--- src/rtl/mem_access_unit_if.sv ---
// Shared-bus and RAM-side signals of the memory access unit.
// slave = the access unit itself, master = the datapath/RAM side driving it.
interface mem_access_unit_if #(
   parameter int DATA_W = 32,
   parameter int ADDR_W = 9
);
   logic [DATA_W-1:0] bus_in;
   logic              MARin;
   logic              MDRin;
   logic              rd_req;
   logic              wr_req;
   logic              err_clr;
   logic [DATA_W-1:0] ram_rdata;
   logic [DATA_W-1:0] mdr_data_out;
   logic [ADDR_W-1:0] mar_data_out;
   logic [ADDR_W-1:0] ram_addr;
   logic [DATA_W-1:0] ram_wdata;
   logic              ram_re;
   logic              ram_we;
   logic              busy;
   logic              done;
   logic              err;

   modport slave (
      input  bus_in, MARin, MDRin, rd_req, wr_req, err_clr, ram_rdata,
      output mdr_data_out, mar_data_out, ram_addr, ram_wdata,
             ram_re, ram_we, busy, done, err
   );

   modport master (
      output bus_in, MARin, MDRin, rd_req, wr_req, err_clr, ram_rdata,
      input  mdr_data_out, mar_data_out, ram_addr, ram_wdata,
             ram_re, ram_we, busy, done, err
   );
endinterface

--- src/rtl/mem_access_unit.sv ---
// MAR/MDR pair plus read/write sequencer for a synchronous single-port RAM,
// with busy/done handshake, configurable wait states and a sticky misuse flag.
module mem_access_unit #(
   parameter int DATA_W      = 32,
   parameter int ADDR_W      = 9,
   parameter int WAIT_STATES = 0
) (
   input  logic             clk,
   input  logic             clr,
   mem_access_unit_if.slave bus
);
   typedef enum logic [1:0] {IDLE, RD_WAIT, WR_WAIT, DONE} state_t;

   // Read needs one extra cycle because the RAM returns data a cycle after it samples the address.
   localparam logic [4:0] RD_CNT = 5'(WAIT_STATES + 1);
   localparam logic [4:0] WR_CNT = 5'(WAIT_STATES);

   state_t            state_q, state_d;
   logic [4:0]        cnt_q, cnt_d;
   logic [ADDR_W-1:0] mar_q, mar_d;
   logic [DATA_W-1:0] mdr_q, mdr_d;
   logic              err_q, err_d;
   logic              new_err;
   logic              busy_q, done_q, re_q, we_q;

   always_comb begin
      state_d = state_q;
      cnt_d   = cnt_q;
      mar_d   = mar_q;
      mdr_d   = mdr_q;
      new_err = 1'b0;
      case (state_q)
         IDLE, DONE: begin
            state_d = IDLE;
            if (bus.MARin) mar_d = bus.bus_in[ADDR_W-1:0];
            if (bus.MDRin) mdr_d = bus.bus_in;
            if (bus.rd_req && bus.wr_req) begin
               new_err = 1'b1;
            end else if (bus.rd_req) begin
               state_d = RD_WAIT;
               cnt_d   = RD_CNT;
            end else if (bus.wr_req) begin
               state_d = WR_WAIT;
               cnt_d   = WR_CNT;
            end
         end
         RD_WAIT: begin
            new_err = bus.MARin | bus.MDRin | bus.rd_req | bus.wr_req;
            if (cnt_q == 5'd0) begin
               mdr_d   = bus.ram_rdata;
               state_d = DONE;
            end else begin
               cnt_d = cnt_q - 5'd1;
            end
         end
         WR_WAIT: begin
            new_err = bus.MARin | bus.MDRin | bus.rd_req | bus.wr_req;
            if (cnt_q == 5'd0) begin
               state_d = DONE;
            end else begin
               cnt_d = cnt_q - 5'd1;
            end
         end
         default: state_d = IDLE;
      endcase
      // A fresh error at the same edge as err_clr keeps the flag set.
      err_d = new_err | (err_q & ~bus.err_clr);
   end

   // Handshake outputs are registered from the next state so they never glitch.
   always_ff @(posedge clk or negedge clr) begin
      if (!clr) begin
         state_q <= IDLE;
         cnt_q   <= '0;
         mar_q   <= '0;
         mdr_q   <= '0;
         err_q   <= 1'b0;
         busy_q  <= 1'b0;
         done_q  <= 1'b0;
         re_q    <= 1'b0;
         we_q    <= 1'b0;
      end else begin
         state_q <= state_d;
         cnt_q   <= cnt_d;
         mar_q   <= mar_d;
         mdr_q   <= mdr_d;
         err_q   <= err_d;
         busy_q  <= (state_d == RD_WAIT) || (state_d == WR_WAIT);
         done_q  <= (state_d == DONE);
         re_q    <= (state_d == RD_WAIT);
         we_q    <= (state_d == WR_WAIT) && (cnt_d == 5'd0);
      end
   end

   assign bus.mdr_data_out = mdr_q;
   assign bus.mar_data_out = mar_q;
   assign bus.ram_addr     = mar_q;
   assign bus.ram_wdata    = mdr_q;
   assign bus.ram_re       = re_q;
   assign bus.ram_we       = we_q;
   assign bus.busy         = busy_q;
   assign bus.done         = done_q;
   assign bus.err          = err_q;
endmodule

--- src/flat_wrapper.sv ---
// flat-port wrapper written by rule: the top's interface ports become plain ports
module mem_access_unit_flat 
#(
   parameter int DATA_W      = 32,
   parameter int ADDR_W      = 9,
   parameter int WAIT_STATES = 0
)
  (clk, clr, bus_bus_in, bus_MARin, bus_MDRin, bus_rd_req, bus_wr_req, bus_err_clr, bus_ram_rdata, bus_mdr_data_out, bus_mar_data_out, bus_ram_addr, bus_ram_wdata, bus_ram_re, bus_ram_we, bus_busy, bus_done, bus_err);
  mem_access_unit_if #(.DATA_W(DATA_W), .ADDR_W(ADDR_W)) bus_i ();
  input  logic clk;
  input  logic clr;
  input wire logic [$bits(bus_i.bus_in)-1:0] bus_bus_in;
  input wire logic [$bits(bus_i.MARin)-1:0] bus_MARin;
  input wire logic [$bits(bus_i.MDRin)-1:0] bus_MDRin;
  input wire logic [$bits(bus_i.rd_req)-1:0] bus_rd_req;
  input wire logic [$bits(bus_i.wr_req)-1:0] bus_wr_req;
  input wire logic [$bits(bus_i.err_clr)-1:0] bus_err_clr;
  input wire logic [$bits(bus_i.ram_rdata)-1:0] bus_ram_rdata;
  output wire logic [$bits(bus_i.mdr_data_out)-1:0] bus_mdr_data_out;
  output wire logic [$bits(bus_i.mar_data_out)-1:0] bus_mar_data_out;
  output wire logic [$bits(bus_i.ram_addr)-1:0] bus_ram_addr;
  output wire logic [$bits(bus_i.ram_wdata)-1:0] bus_ram_wdata;
  output wire logic [$bits(bus_i.ram_re)-1:0] bus_ram_re;
  output wire logic [$bits(bus_i.ram_we)-1:0] bus_ram_we;
  output wire logic [$bits(bus_i.busy)-1:0] bus_busy;
  output wire logic [$bits(bus_i.done)-1:0] bus_done;
  output wire logic [$bits(bus_i.err)-1:0] bus_err;
  assign bus_i.bus_in = bus_bus_in;
  assign bus_i.MARin = bus_MARin;
  assign bus_i.MDRin = bus_MDRin;
  assign bus_i.rd_req = bus_rd_req;
  assign bus_i.wr_req = bus_wr_req;
  assign bus_i.err_clr = bus_err_clr;
  assign bus_i.ram_rdata = bus_ram_rdata;
  assign bus_mdr_data_out = bus_i.mdr_data_out;
  assign bus_mar_data_out = bus_i.mar_data_out;
  assign bus_ram_addr = bus_i.ram_addr;
  assign bus_ram_wdata = bus_i.ram_wdata;
  assign bus_ram_re = bus_i.ram_re;
  assign bus_ram_we = bus_i.ram_we;
  assign bus_busy = bus_i.busy;
  assign bus_done = bus_i.done;
  assign bus_err = bus_i.err;
  mem_access_unit #(.DATA_W(DATA_W), .ADDR_W(ADDR_W), .WAIT_STATES(WAIT_STATES)) u_core (.clk(clk), .clr(clr), .bus(bus_i));
endmodule
--- config.mk ---
export PLATFORM = sky130hd
export DESIGN_NAME = mem_access_unit_flat
export DESIGN_NICKNAME = d
export VERILOG_FILES = /design/src/rtl/mem_access_unit_if.sv /design/src/rtl/mem_access_unit.sv /design/src/flat_wrapper.sv
export SDC_FILE = /design/constraint.sdc
export NUM_CORES = 1
export LEC_CHECK = 0
export CORE_UTILIZATION = 39
export CTS_CLUSTER_DIAMETER = 40
export DETAILED_ROUTE_END_ITERATION = 10
export MAX_ROUTING_LAYER = met4
export PLACE_DENSITY = 0.87
export SETUP_SLACK_MARGIN = 0.2
export SLEW_MARGIN = 30
export SYNTH_ARGS = -nofsm -noshare
export SYNTH_HDL_FRONTEND = slang
export SYNTH_SLANG_ARGS = --single-unit
--- constraint.sdc ---
create_clock -name clk -period 2.4 [get_ports clk]
set_input_delay 0.48 -clock clk [delete_from_list [all_inputs] [get_ports clk]]
set_output_delay 0.48 -clock clk [all_outputs]
set_load 0.03 [all_outputs]
==> summary.md, run 1 <==
| Metric | Value |
|---|---|
| First-pass GRT wire length | `11070 um` |
| Startpoint class of the critical path | `flip-flop` |
| Clock slew seen by the registers of the worst setup and hold paths | `100 ps` |
| DP Area | `0.004224 mm^2` |
| Final Max Tran Viols | `0` |
| CP Capture Type | `flip-flop` |
| Layout overhead on the synthesized area | `50.70%` |
| Cell chain of the critical path | `inv_1, ha_1, nor4b_4, buf_4, o31a_1, ha_1, nand4b_1, nor4_1` |
| Cell taking the most area after synthesis | `dfrtp_1` |
| Design Area, Final | `0.004322 mm^2` |
| Sequential power share | `0.228` |
| Number of hold buffers added after cts | `0` |
| Post-synth top flop | `dfrtp_1` |
| DRT iter0 DRCs | `68` |
| Initial cell density of the core | `0.4130` |
| Via count | `2246` |
| RSZ-0062 raised after global routing | `false` |
| Hold WC Path Type | `input port to async pin` |
| Peak VDD IR | `0.9021 mV` |
| Placed Cells | `465` |
| I/O pin count | `158` |
| Syn avg cell area | `11.07 um^2` |
| Fin crit period | `1970 ps` |
| Share of post-route cells with drive strength above 1 | `0.1504` |
| WP data arrival | `2180 ps` |
| Synth warn | `0` |
| H-Tree Level Count | `2` |
| Most frequent cells in the layout | `156 x clkdlybuf4s50_1, 53 x dfrtp_1, 35 x nor2_1` |
| Clock share of power | `0.066` |
| Initial antenna violation count | `0` |
| CTS tree | `done` |
| Die Footprint | `0.007700 mm^2` |
| Cell-internal power | `0.003746 W` |
| Clock Skews | `11.24 ps` |
| F_max | `507.6 MHz` |
| Antenna fix cells | `0` |
| Critical path peak fanout | `4` |
| Die Y | `87.75 um` |
| Overall Power | `0.007362 W` |
| Number of cell rows | `30` |
| Post-synth top area share | `0.4625` |
| DRC Markers | `0` |
| Gr ovfl total | `0` |
| Core area | `0.006944 mm^2` |
| Vias per cell | `4.728` |
| Critical path type | `flip-flop to flip-flop` |
| FFs w/ async S/R, synth | `1.000` |
| Mapped Area | `0.002868 mm^2` |
| Post-DRT Antenna Nets | `0` |
| Final Hold Vio Count | `0` |
| Most common cell after layout, fill and taps aside | `clkdlybuf4s50_1` |
| Post-DR wirelength/cell | `14.75 um` |
| Tcrit/Tclk final | `0.8208` |
| Detailed Route WL | `7005 um` |
| Drt pass-1 iters | `3` |
| FF+latch count, synth | `53` |
| Nets@finish | `454` |
| Gr usage total | `0.1920` |
| Cells after Synth | `259` |
| Hpwl dp | `5535 um` |
| Post-synthesis sequential area ratio | `0.4625` |
| Clock Sinks | `53` |
| Switching part of the total power | `0.4911` |
| Synthesized netlist net count | `335` |
| Port buffer count | `157` |
| P_sw | `0.003615 W` |
| Clk_lat worst skew | `300 ps` |
| Vias in the first global route | `2222` |
| Endpoints failing setup | `0` |
| Most frequent CP cell | `ha_1` |
| Power share of the combinational group | `0.706` |
| Max-Cap Viols | `0` |
| Critical path's slowest cell | `dfrtp_1` |
| Status | `finished, final reports clean` |
| Number of flops mapped to enable cells by yosys | `0` |
| Area contributors post-synth | `dfrtp_1 46%, mux2i_1 12%, buf_4 11%, a21oi_2 8.6%, nor2_1 4.6%` |
| Final TNS setup | `0 ps` |
| Largest net degree at the start of global routing | `37` |
| Pleak | `1.751 nW` |
| Fin cells | `475` |
| Worst rel slew slack | `0.6109` |
| Die W | `87.75 um` |
| Clock Path Buffers | `2` |
| CTS Buf Count | `5` |
| CP peak stage delay | `400 ps` |
| Post-synthesis cell type count | `31` |
| Slew @ Worst Pin | `583.6 ps` |
| Power Density | `1703 mW/mm^2` |
| Clk root buf | `clkbuf_8` |
| Data required, critical path | `2610 ps` |
| Final core occ | `0.6223` |
| RePlAce Congestion | `0.7875` |
[cells in the mapped netlist, types with 2 or more instances]
cell type and number:
nor4_1 3, buf_6 6, dfrtp_1 53, inv_1 9, mux2i_1 33, nor2_1 35, nand2_1 5, clkbuf_1 4
nand2b_1 2, ha_1 5, o31a_1 2, buf_4 41, a21oi_2 28, nand3_1 2, a21oi_1 6, mux2_2 10
[critical path: cells and delay by family (launching register included)]
kind,cells,cell delay [ps]
adder cells (fa/ha/maj),2,390
AND/OR/NAND/NOR,3,610
buffers and inverters,2,280
AO/OA/AOI/OAI,1,190
flip-flops,1,400
[worst paths after layout]
check,from,slack (ps),end,depth (start not counted)
worst max-delay path,u_core.cnt_q[0]$_DFF_PN0_,430,u_core.bus.ram_we$_DFF_PN0_,8
worst max register to register,u_core.cnt_q[0]$_DFF_PN0_,430,u_core.bus.ram_we$_DFF_PN0_,8
max in group asynchronous,clr,1670,u_core.bus.mdr_data_out[17]$_DFFE_PN0P_,2
worst min register to register,u_core.bus.mar_data_out[8]$_DFFE_PN0P_,550,u_core.bus.mar_data_out[8]$_DFFE_PN0P_,1
worst min-delay path,clr,160,u_core.bus.err$_DFF_PN0_,1
min in group clk,u_core.bus.mar_data_out[8]$_DFFE_PN0P_,550,u_core.bus.mar_data_out[8]$_DFFE_PN0P_,1
[registers in the layout (all words and copies together) (netlist names)]
register	flops
u_core.bus.err	1
u_core.bus.busy	1
u_core.bus.ram_we	1
u_core.bus.done	1
u_core.bus.mar_data_out	9
u_core.bus.mdr_data_out	32
u_core.cnt_q	5
u_core.bus.ram_re	1
u_core.state_q	2
[cell type report]
cell class,count,area (um^2)
Multi-Input combinational cell,144,1111
Timing Repair Buffer,164,1644
Clock buffer,6,72.57
Tap cell,96,120.1
Fill cell,569,2623
Sequential cell,53,1326
Inverter,10,37.54
Clock inverter,2,10.01
[layer usage]
| metal | wire [um] | GRT usage |
|---|---|---|
| met5 | 0 | - |
| met4 | 61 | 0.03726 |
| met3 | 467 | 0.04241 |
| met2 | 3826 | 0.3608 |
| met1 | 2649 | 0.2057 |
[metrics by stage]
stage | worst slack (ps) | hold slack [ps]
2_1_floorplan | 601.9 | 184.4
3_3_place_gp | 384.4 | 503.8
3_5_place_dp | 327.7 | 514.3
4_1_cts | 310.8 | 176.6
5_1_grt | 261.4 | 202.7
6_report | 430.1 | 161.4
[cell families after synthesis]
family	Yosys count	synth area share
adder cells (fa/ha/maj)	6	0.02531
AND/OR/NAND/NOR	50	0.08028
multiplexers	43	0.1545
flip-flops	53	0.4625
XOR/XNOR	1	0.003055
buffers and inverters	62	0.1510
AO/OA/AOI/OAI	44	0.1235
[power by group through the flow]
stage | clock [W] | combinational (W) | sequential (W)
2_1_floorplan | 0 | 0.00312 | 0.00238
3_3_place_gp | 0 | 0.00509 | 0.00167
3_5_place_dp | 0 | 0.00522 | 0.00170
4_1_cts | 0.000504 | 0.00523 | 0.00168
5_1_grt | 0.000548 | 0.00556 | 0.00173
6_report | 0.000487 | 0.00520 | 0.00168
[repair_timing]
action | in CTS | in global routing
resized for setup | 0 | 0
endpoints found under the setup margin | 0 | 14
buffers inserted | 0 | 2
Note: power is estimated with default switching activity, not from simulation.
==> inputs of run 2 (changes only) <==
clock period = 2 ns   (was 2.4 ns; I/O delays follow)
==> run 2 against run 1 <==
Clock power grew 23%. First-iteration DRC count down 24%. Largest cell class unchanged. Highest routed layer unchanged. Wire length rose by 16%. Die area is the same. Critical endpoint is now bus_ram_wdata[2]. Global-route usage decreased by 0.87 points. Clock-buffer cell count rose by 1. Sequential share of layout area is 3.2 points lower. Setup slack lost 230 ps. Largest power group unchanged. Final cell count is 4.2% higher. Register-to-register slack worse by 200 ps. Clock skew decreased by 7.2 ps.
==> summary.md, run 2 (synthesis gave the netlist of run 1 again) <==
| Metric | Value |
|---|---|
| CP peak stage delay | `690 ps (+290 ps)` |
| Port buffer count | `157 (unchanged)` |
| Initial cell density of the core | `0.4130 (unchanged)` |
| Worst-case reg-to-reg path depth | `7 (-1)` |
| CTS Buf Count | `5 (unchanged)` |
| Final Max Tran Viols | `0 (unchanged)` |
| Worst rel slew slack | `0.6261 (+0.01516)` |
| Share of post-route cells with drive strength above 1 | `0.2607 (+0.1103)` |
| Critical path type | `flip-flop to primary output` |
| Post-DRT Antenna Nets | `0 (unchanged)` |
| Clk_lat worst skew | `300 ps (about the same)` |
| Via count | `2390 (+6.4%)` |
| Clock Sinks | `53 (unchanged)` |
| Data required, critical path | `1600 ps (-1010 ps)` |
| Cell chain of the critical path | `clkdlybuf4s50_1` |
| DP Area | `0.004257 mm^2 (+0.77%)` |
| Antenna fix cells | `0 (unchanged)` |
| Die Footprint | `0.007700 mm^2 (unchanged)` |
| Die Y | `87.75 um (unchanged)` |
| Power Density | `2093 mW/mm^2 (+23%)` |
| Worst Hold Slack | `82.38 ps (-79.04 ps)` |
| Clock slew seen by the registers of the worst setup and hold paths | `90 ps (about the same)` |
| Most frequent cells in the layout | `99 x clkdlybuf4s50_1, 53 x dlymetal6s2s_1, 53 x dfrtp_1` |
| Detailed Route WL | `8098 um (+16%)` |
| Critical path's slowest cell | `clkdlybuf4s50_1` |
| Post-DR wirelength/cell | `16.36 um (+11%)` |
| Number of hold buffers added after cts | `0 (unchanged)` |
| Nets@finish | `475 (+4.6%)` |
| Pleak | `2.294 nW (+31%)` |
| Final Hold Vio Count | `0 (unchanged)` |
| Final core occ | `0.6960 (+0.07369)` |
| Slew @ Worst Pin | `560.9 ps (-22.75 ps)` |
| Tcrit/Tclk final | `0.9006` |
| RSZ-0062 raised after global routing | `true` |
| WP data arrival | `1400 ps (-780 ps)` |
| I/O pin count | `158 (unchanged)` |
| Vias in the first global route | `2286 (+2.9%)` |
| H-Tree Level Count | `2 (unchanged)` |
| Final TNS setup | `0 ps (unchanged)` |
| Max-Cap Viols | `0 (unchanged)` |
| Clock Skews | `4.017 ps (-7.218 ps)` |
| Status | `finished, final reports clean` |
| Clock Path Buffers | `2 (unchanged)` |
| Largest register FFs | `32 (unchanged)` |
| Hold WC Path Type | `input port to async pin` |
| Overall Power | `0.01011 W (+37%)` |
| CP Capture Type | `primary output` |
| Critical path peak fanout | `3 (-1)` |
| Endpoints failing setup | `0 (unchanged)` |
| Clk root buf | `clkbuf_8` |
| DRC Markers | `0 (unchanged)` |
| Gr ovfl total | `0 (unchanged)` |
| Cell family with most CP delay | `buffers and inverters` |
| Most common cell after layout, fill and taps aside | `clkdlybuf4s50_1` |
| Peak VDD IR | `1.382 mV (+53%)` |
| Die W | `87.75 um (unchanged)` |
| RePlAce Congestion | `0.7666 (-2.7%)` |
| Largest net degree at the start of global routing | `35 (-5.4%)` |
| Gr usage total | `0.1833 (-0.008653)` |
| Core area | `0.006944 mm^2 (unchanged)` |
| Initial antenna violation count | `0 (unchanged)` |
| Stages on worst setup path | `1 (-7)` |
| CP bufs+invs | `1 (-1)` |
| F_max | `555.2 MHz` |
| DRT iter0 DRCs | `52 (-24%)` |
| Number of cell rows | `30 (unchanged)` |
| Startpoint class of the critical path | `flip-flop` |
| First-pass GRT wire length | `10470 um (-5.4%)` |
| CTS tree | `done` |
| Layout overhead on the synthesized area | `68.54%` |
| Fin crit period | `1801 ps` |
| Vias per cell | `4.828 (+2.1%)` |
| Hpwl dp | `5413 um (-2.2%)` |
| Drt pass-1 iters | `4 (+1)` |
| Reg2reg start | `u_core.cnt_q[0]$_DFF_PN0_` |
| Design Area, Final | `0.004833 mm^2 (+12%)` |
| Critical Path Start | `u_core.bus.mdr_data_out[2]$_DFFE_PN0P_` |
[run 2: changes by cell type in the layout (fill, tap and decap cells not counted), moves of 3 or more]
cell and change:
a21oi_1 -3, a21oi_2 +3, buf_4 +10, buf_6 +4
clkbuf_16 +5, clkdlybuf4s50_1 -57, dlygate4sd2_1 +4, dlymetal6s2s_1 +53
nor2_1 -20, nor2_2 +19
[run 2: path summary, 6_finish.rpt]
| check | end | slack, ps |
|---|---|---|
| max | bus_ram_wdata[2] | 200 |
| max reg2reg | u_core.bus.ram_we$_DFF_PN0_ | 230 |
| min reg2reg | u_core.bus.mar_data_out[2]$_DFFE_PN0P_ | 540 |
| min | u_core.bus.err$_DFF_PN0_ | 80 |
| min in group clk | u_core.bus.mar_data_out[2]$_DFFE_PN0P_ | 540 |
| max in group asynchronous | u_core.bus.mdr_data_out[18]$_DFFE_PN0P_ | 1350 |
[run 2: per-stage QoR]
step           std cells  setup slack, ps
4_1_cts              482            188.4
2_1_floorplan        259            201.9
3_3_place_gp         466            114.2
5_1_grt              495            137.0
6_report             495            198.9
3_5_place_dp         466            7.935
[run 2: area by class of cell]
type | count | area (um^2)
well taps | 96 | 120.1
repair buffers | 185 | 2057
multi-input cells | 144 | 1206
flip-flops and latches | 53 | 1326
clock buffers | 7 | 86.33
inverters | 10 | 37.54
fillers | 515 | 2111
[run 2: report_power, final]
part | leakage (nW) | internal [W] | total, W | switching, W
Combinational | 1.64 | 0.00339 | 0.00749 | 0.00410
Sequential | 0.608 | 0.00162 | 0.00203 | 0.000409
Clock | 0.0443 | 0.000275 | 0.000599 | 0.000323
[run 2: routing by layer]
layer	GRT usage	wire [um]
met5	-	0
met4	0.06706	149
met3	0.04713	558
met2	0.3411	4306
met1	0.1826	3084
[run 2: worst reg2reg max path, delay by kind of cell (launching register included)]
family                   cells  cell delay [ps]
flip-flops                   1              410
multiplexers                 1              350
buffers and inverters        2              290
AND/OR/NAND/NOR              2              270
AO/OA/AOI/OAI                1              200
adder cells (fa/ha/maj)      1              130
[run 2: timing repair]
| action | CTS | global route |
|---|---|---|
| cloned | 0 | 7 |
| pin swaps | 3 | 4 |
| resized for setup | 8 | 81 |
| setup buffers | 9 | 6 |
| setup endpoints to repair | 41 | 90 |
==> inputs of run 3 (changes only) <==
PLACE_DENSITY = 0.77   (was 0.87)
==> run 3 against run 2 <==
Utilization decreased by 0.29 points. Via count decreased by 0.88%. Setup slack got worse by 20 ps. Die area unchanged. Flip-flop and latch count unchanged. Register-to-register slack got worse by 50 ps. Clock-buffer cell count decreased by 1. Non-clock buffer count unchanged. Sequential power about the same. Global-route usage decreased by 0.13 points. Final area decreased by 0.41%.
==> summary.md, run 3 (synthesis gave the netlist of run 1 again) <==
| Metric | Value |
|---|---|
| CP Capture Type | `flip-flop` |
| Clock slew seen by the registers of the worst setup and hold paths | `100 ps (about the same)` |
| Worst-case reg-to-reg path depth | `8 (+1)` |
| Clk_lat worst skew | `300 ps (about the same)` |
| Initial cell density of the core | `0.4130 (unchanged)` |
| DRC Markers | `0 (unchanged)` |
| Critical path's slowest cell | `dfrtp_1` |
| Peak VDD IR | `1.082 mV (-22%)` |
| Gr ovfl total | `0 (unchanged)` |
| Fillers | `522 (+1.4%)` |
| Endpoints failing setup | `0 (unchanged)` |
| Final Max Tran Viols | `0 (unchanged)` |
| Port buffer count | `157 (unchanged)` |
| Pre-CTS WS | `13.59 ps (+5.654 ps)` |
| First-pass GRT wire length | `10430 um (-0.40%)` |
| Final WS setup | `178.5 ps (-20.38 ps)` |
| Drt pass-1 iters | `4 (unchanged)` |
| CTS Buf Count | `5 (unchanged)` |
| Nets@finish | `475 (unchanged)` |
| Startpoint class of the critical path | `flip-flop` |
| Initial antenna violation count | `0 (unchanged)` |
| I/O pin count | `158 (unchanged)` |
| Critical path type | `flip-flop to flip-flop` |
| Via count | `2369 (-0.88%)` |
| Status | `finished, final reports clean` |
| Largest net degree at the start of global routing | `37 (+5.7%)` |
| Antenna fix cells | `0 (unchanged)` |
| RePlAce Congestion | `0.8656 (+13%)` |
| H-Tree Level Count | `2 (unchanged)` |
| Max-Cap Viols | `0 (unchanged)` |
| Tcrit/Tclk final | `0.9108 (+0.01019)` |
| Clock Path Buffers | `2 (unchanged)` |
| Cell family with most CP delay | `flip-flops` |
| F_max | `549.0 MHz (-1.1%)` |
| WP data arrival | `2010 ps (+610 ps)` |
| Clk root buf | `clkbuf_8` |
| Data required, critical path | `2190 ps (+590 ps)` |
| Critical path peak fanout | `5 (+2)` |
| Clock Sinks | `53 (unchanged)` |
| Slew @ Worst Pin | `395.7 ps (-165.2 ps)` |
| Number of cell rows | `30 (unchanged)` |
| Core area | `0.006944 mm^2 (unchanged)` |
| Reg area | `0.001326 mm^2 (unchanged)` |
| Die Footprint | `0.007700 mm^2 (unchanged)` |
| Multi-input logic area | `0.001159 mm^2 (-3.9%)` |
| Final core occ | `0.6932 (-0.002883)` |
| Pleak | `2.338 nW (+1.9%)` |
| Worst rel slew slack | `0.7362 (+0.1102)` |
| Largest register FFs | `32 (unchanged)` |
| DRT iter0 DRCs | `61 (+17%)` |
| Die W | `87.75 um (unchanged)` |
| Stages on worst setup path | `8 (+7)` |
| Cell chain of the critical path | `inv_2, ha_4, nor4b_4, buf_4, buf_6, mux2_4, o21ai_4, nor4_2` |
| Hold WC Path Type | `input port to async pin` |
| Die Y | `87.75 um (unchanged)` |
| CP bufs+invs | `3 (+2)` |
| RSZ-0062 raised after global routing | `true` |
| Clock Skews | `6.754 ps (+2.737 ps)` |
| Detailed Route WL | `8088 um (-0.12%)` |
| Power Density | `2096 mW/mm^2 (+0.14%)` |
| Vias in the first global route | `2181 (-4.6%)` |
| Share of post-route cells with drive strength above 1 | `0.2125 (-0.04815)` |
| Final Hold Vio Count | `0 (unchanged)` |
| Gr usage total | `0.1820 (-0.001300)` |
| Post-DR wirelength/cell | `16.31 um (-0.32%)` |
| Final TNS setup | `0 ps (unchanged)` |
| Post-DRT Antenna Nets | `0 (unchanged)` |
| Overall Power | `0.01009 W (-0.27%)` |
| Hpwl dp | `5274 um (-2.6%)` |
| CP peak stage delay | `420 ps (-270 ps)` |
| CTS tree | `done` |
| Layout overhead on the synthesized area | `67.84%` |
| Most common cell after layout, fill and taps aside | `clkdlybuf4s50_1` |
| Vias per cell | `4.776 (-1.1%)` |
| Most frequent cells in the layout | `94 x clkdlybuf4s50_1, 55 x dlymetal6s2s_1, 53 x dfrtp_1` |
| Fin crit period | `1822 ps (+20.38 ps)` |
[run 3: what timing repair did]
item | CTS | global route
setup buffers | 8 | 6
gates cloned | 0 | 6
pin swaps | 4 | 6
endpoints found under the setup margin | 29 | 93
hold buffers | 0 | 0
resized for setup | 11 | 62
[run 3: metrics by stage]
stage | instances | hold slack [ps] | instance area, um^2
after floorplan | 259 | 104.4 | 2868
after CTS | 484 | 8.979 | 4443
after detailed placement | 468 | 350.7 | 4259
final | 496 | 2.549 | 4813
after global placement | 468 | 344.6 | 4259
after global routing | 496 | 25.31 | 4813
[run 3: area by class of cell]
class,count,share of cell area
Multi-Input combinational cell,144,0.2407
Inverter,10,0.007798
Clock buffer,6,0.01716
Clock inverter,2,0.007798
Sequential cell,53,0.2755
Timing Repair Buffer,185,0.4260
Tap cell,96,0.02495
[run 3: report_power, final]
| group | leakage [nW] | internal (W) | switching, W |
|---|---|---|---|
| Combinational | 1.67 | 0.00333 | 0.00399 |
| Clock | 0.0574 | 0.000408 | 0.000364 |
| Sequential | 0.608 | 0.00162 | 0.000377 |
[run 3: final timing paths]
path,startpoint,end,slack (ps)
max in group asynchronous,clr,u_core.bus.mdr_data_out[1]$_DFFE_PN0P_,1480
setup / recovery,u_core.cnt_q[0]$_DFF_PN0_,u_core.bus.ram_we$_DFF_PN0_,180
hold / removal,clr,u_core.state_q[0]$_DFF_PN0_,3
min in group clk,u_core.bus.mar_data_out[4]$_DFFE_PN0P_,u_core.bus.mar_data_out[4]$_DFFE_PN0P_,540
hold reg to reg,u_core.bus.mar_data_out[4]$_DFFE_PN0P_,u_core.bus.mar_data_out[4]$_DFFE_PN0P_,540
setup reg to reg,u_core.cnt_q[0]$_DFF_PN0_,u_core.bus.ram_we$_DFF_PN0_,180
[run 3: routing by layer]
layer,track usage,routed length (um),up-vias
met5,-,0,-
met4,0.03875,77,0
met3,0.04147,498,8
met2,0.3383,4512,90
met1,0.1961,2999,1161
li1,-,-,1110
[run 3: worst register-to-register path, cell delays in order (launching register included)]
cell and delay, ps:
dfrtp_1 420, inv_2 100, ha_4 140, nor4b_4 210, buf_4 190, buf_6 100
mux2_4 320, o21ai_4 170, nor4_2 60
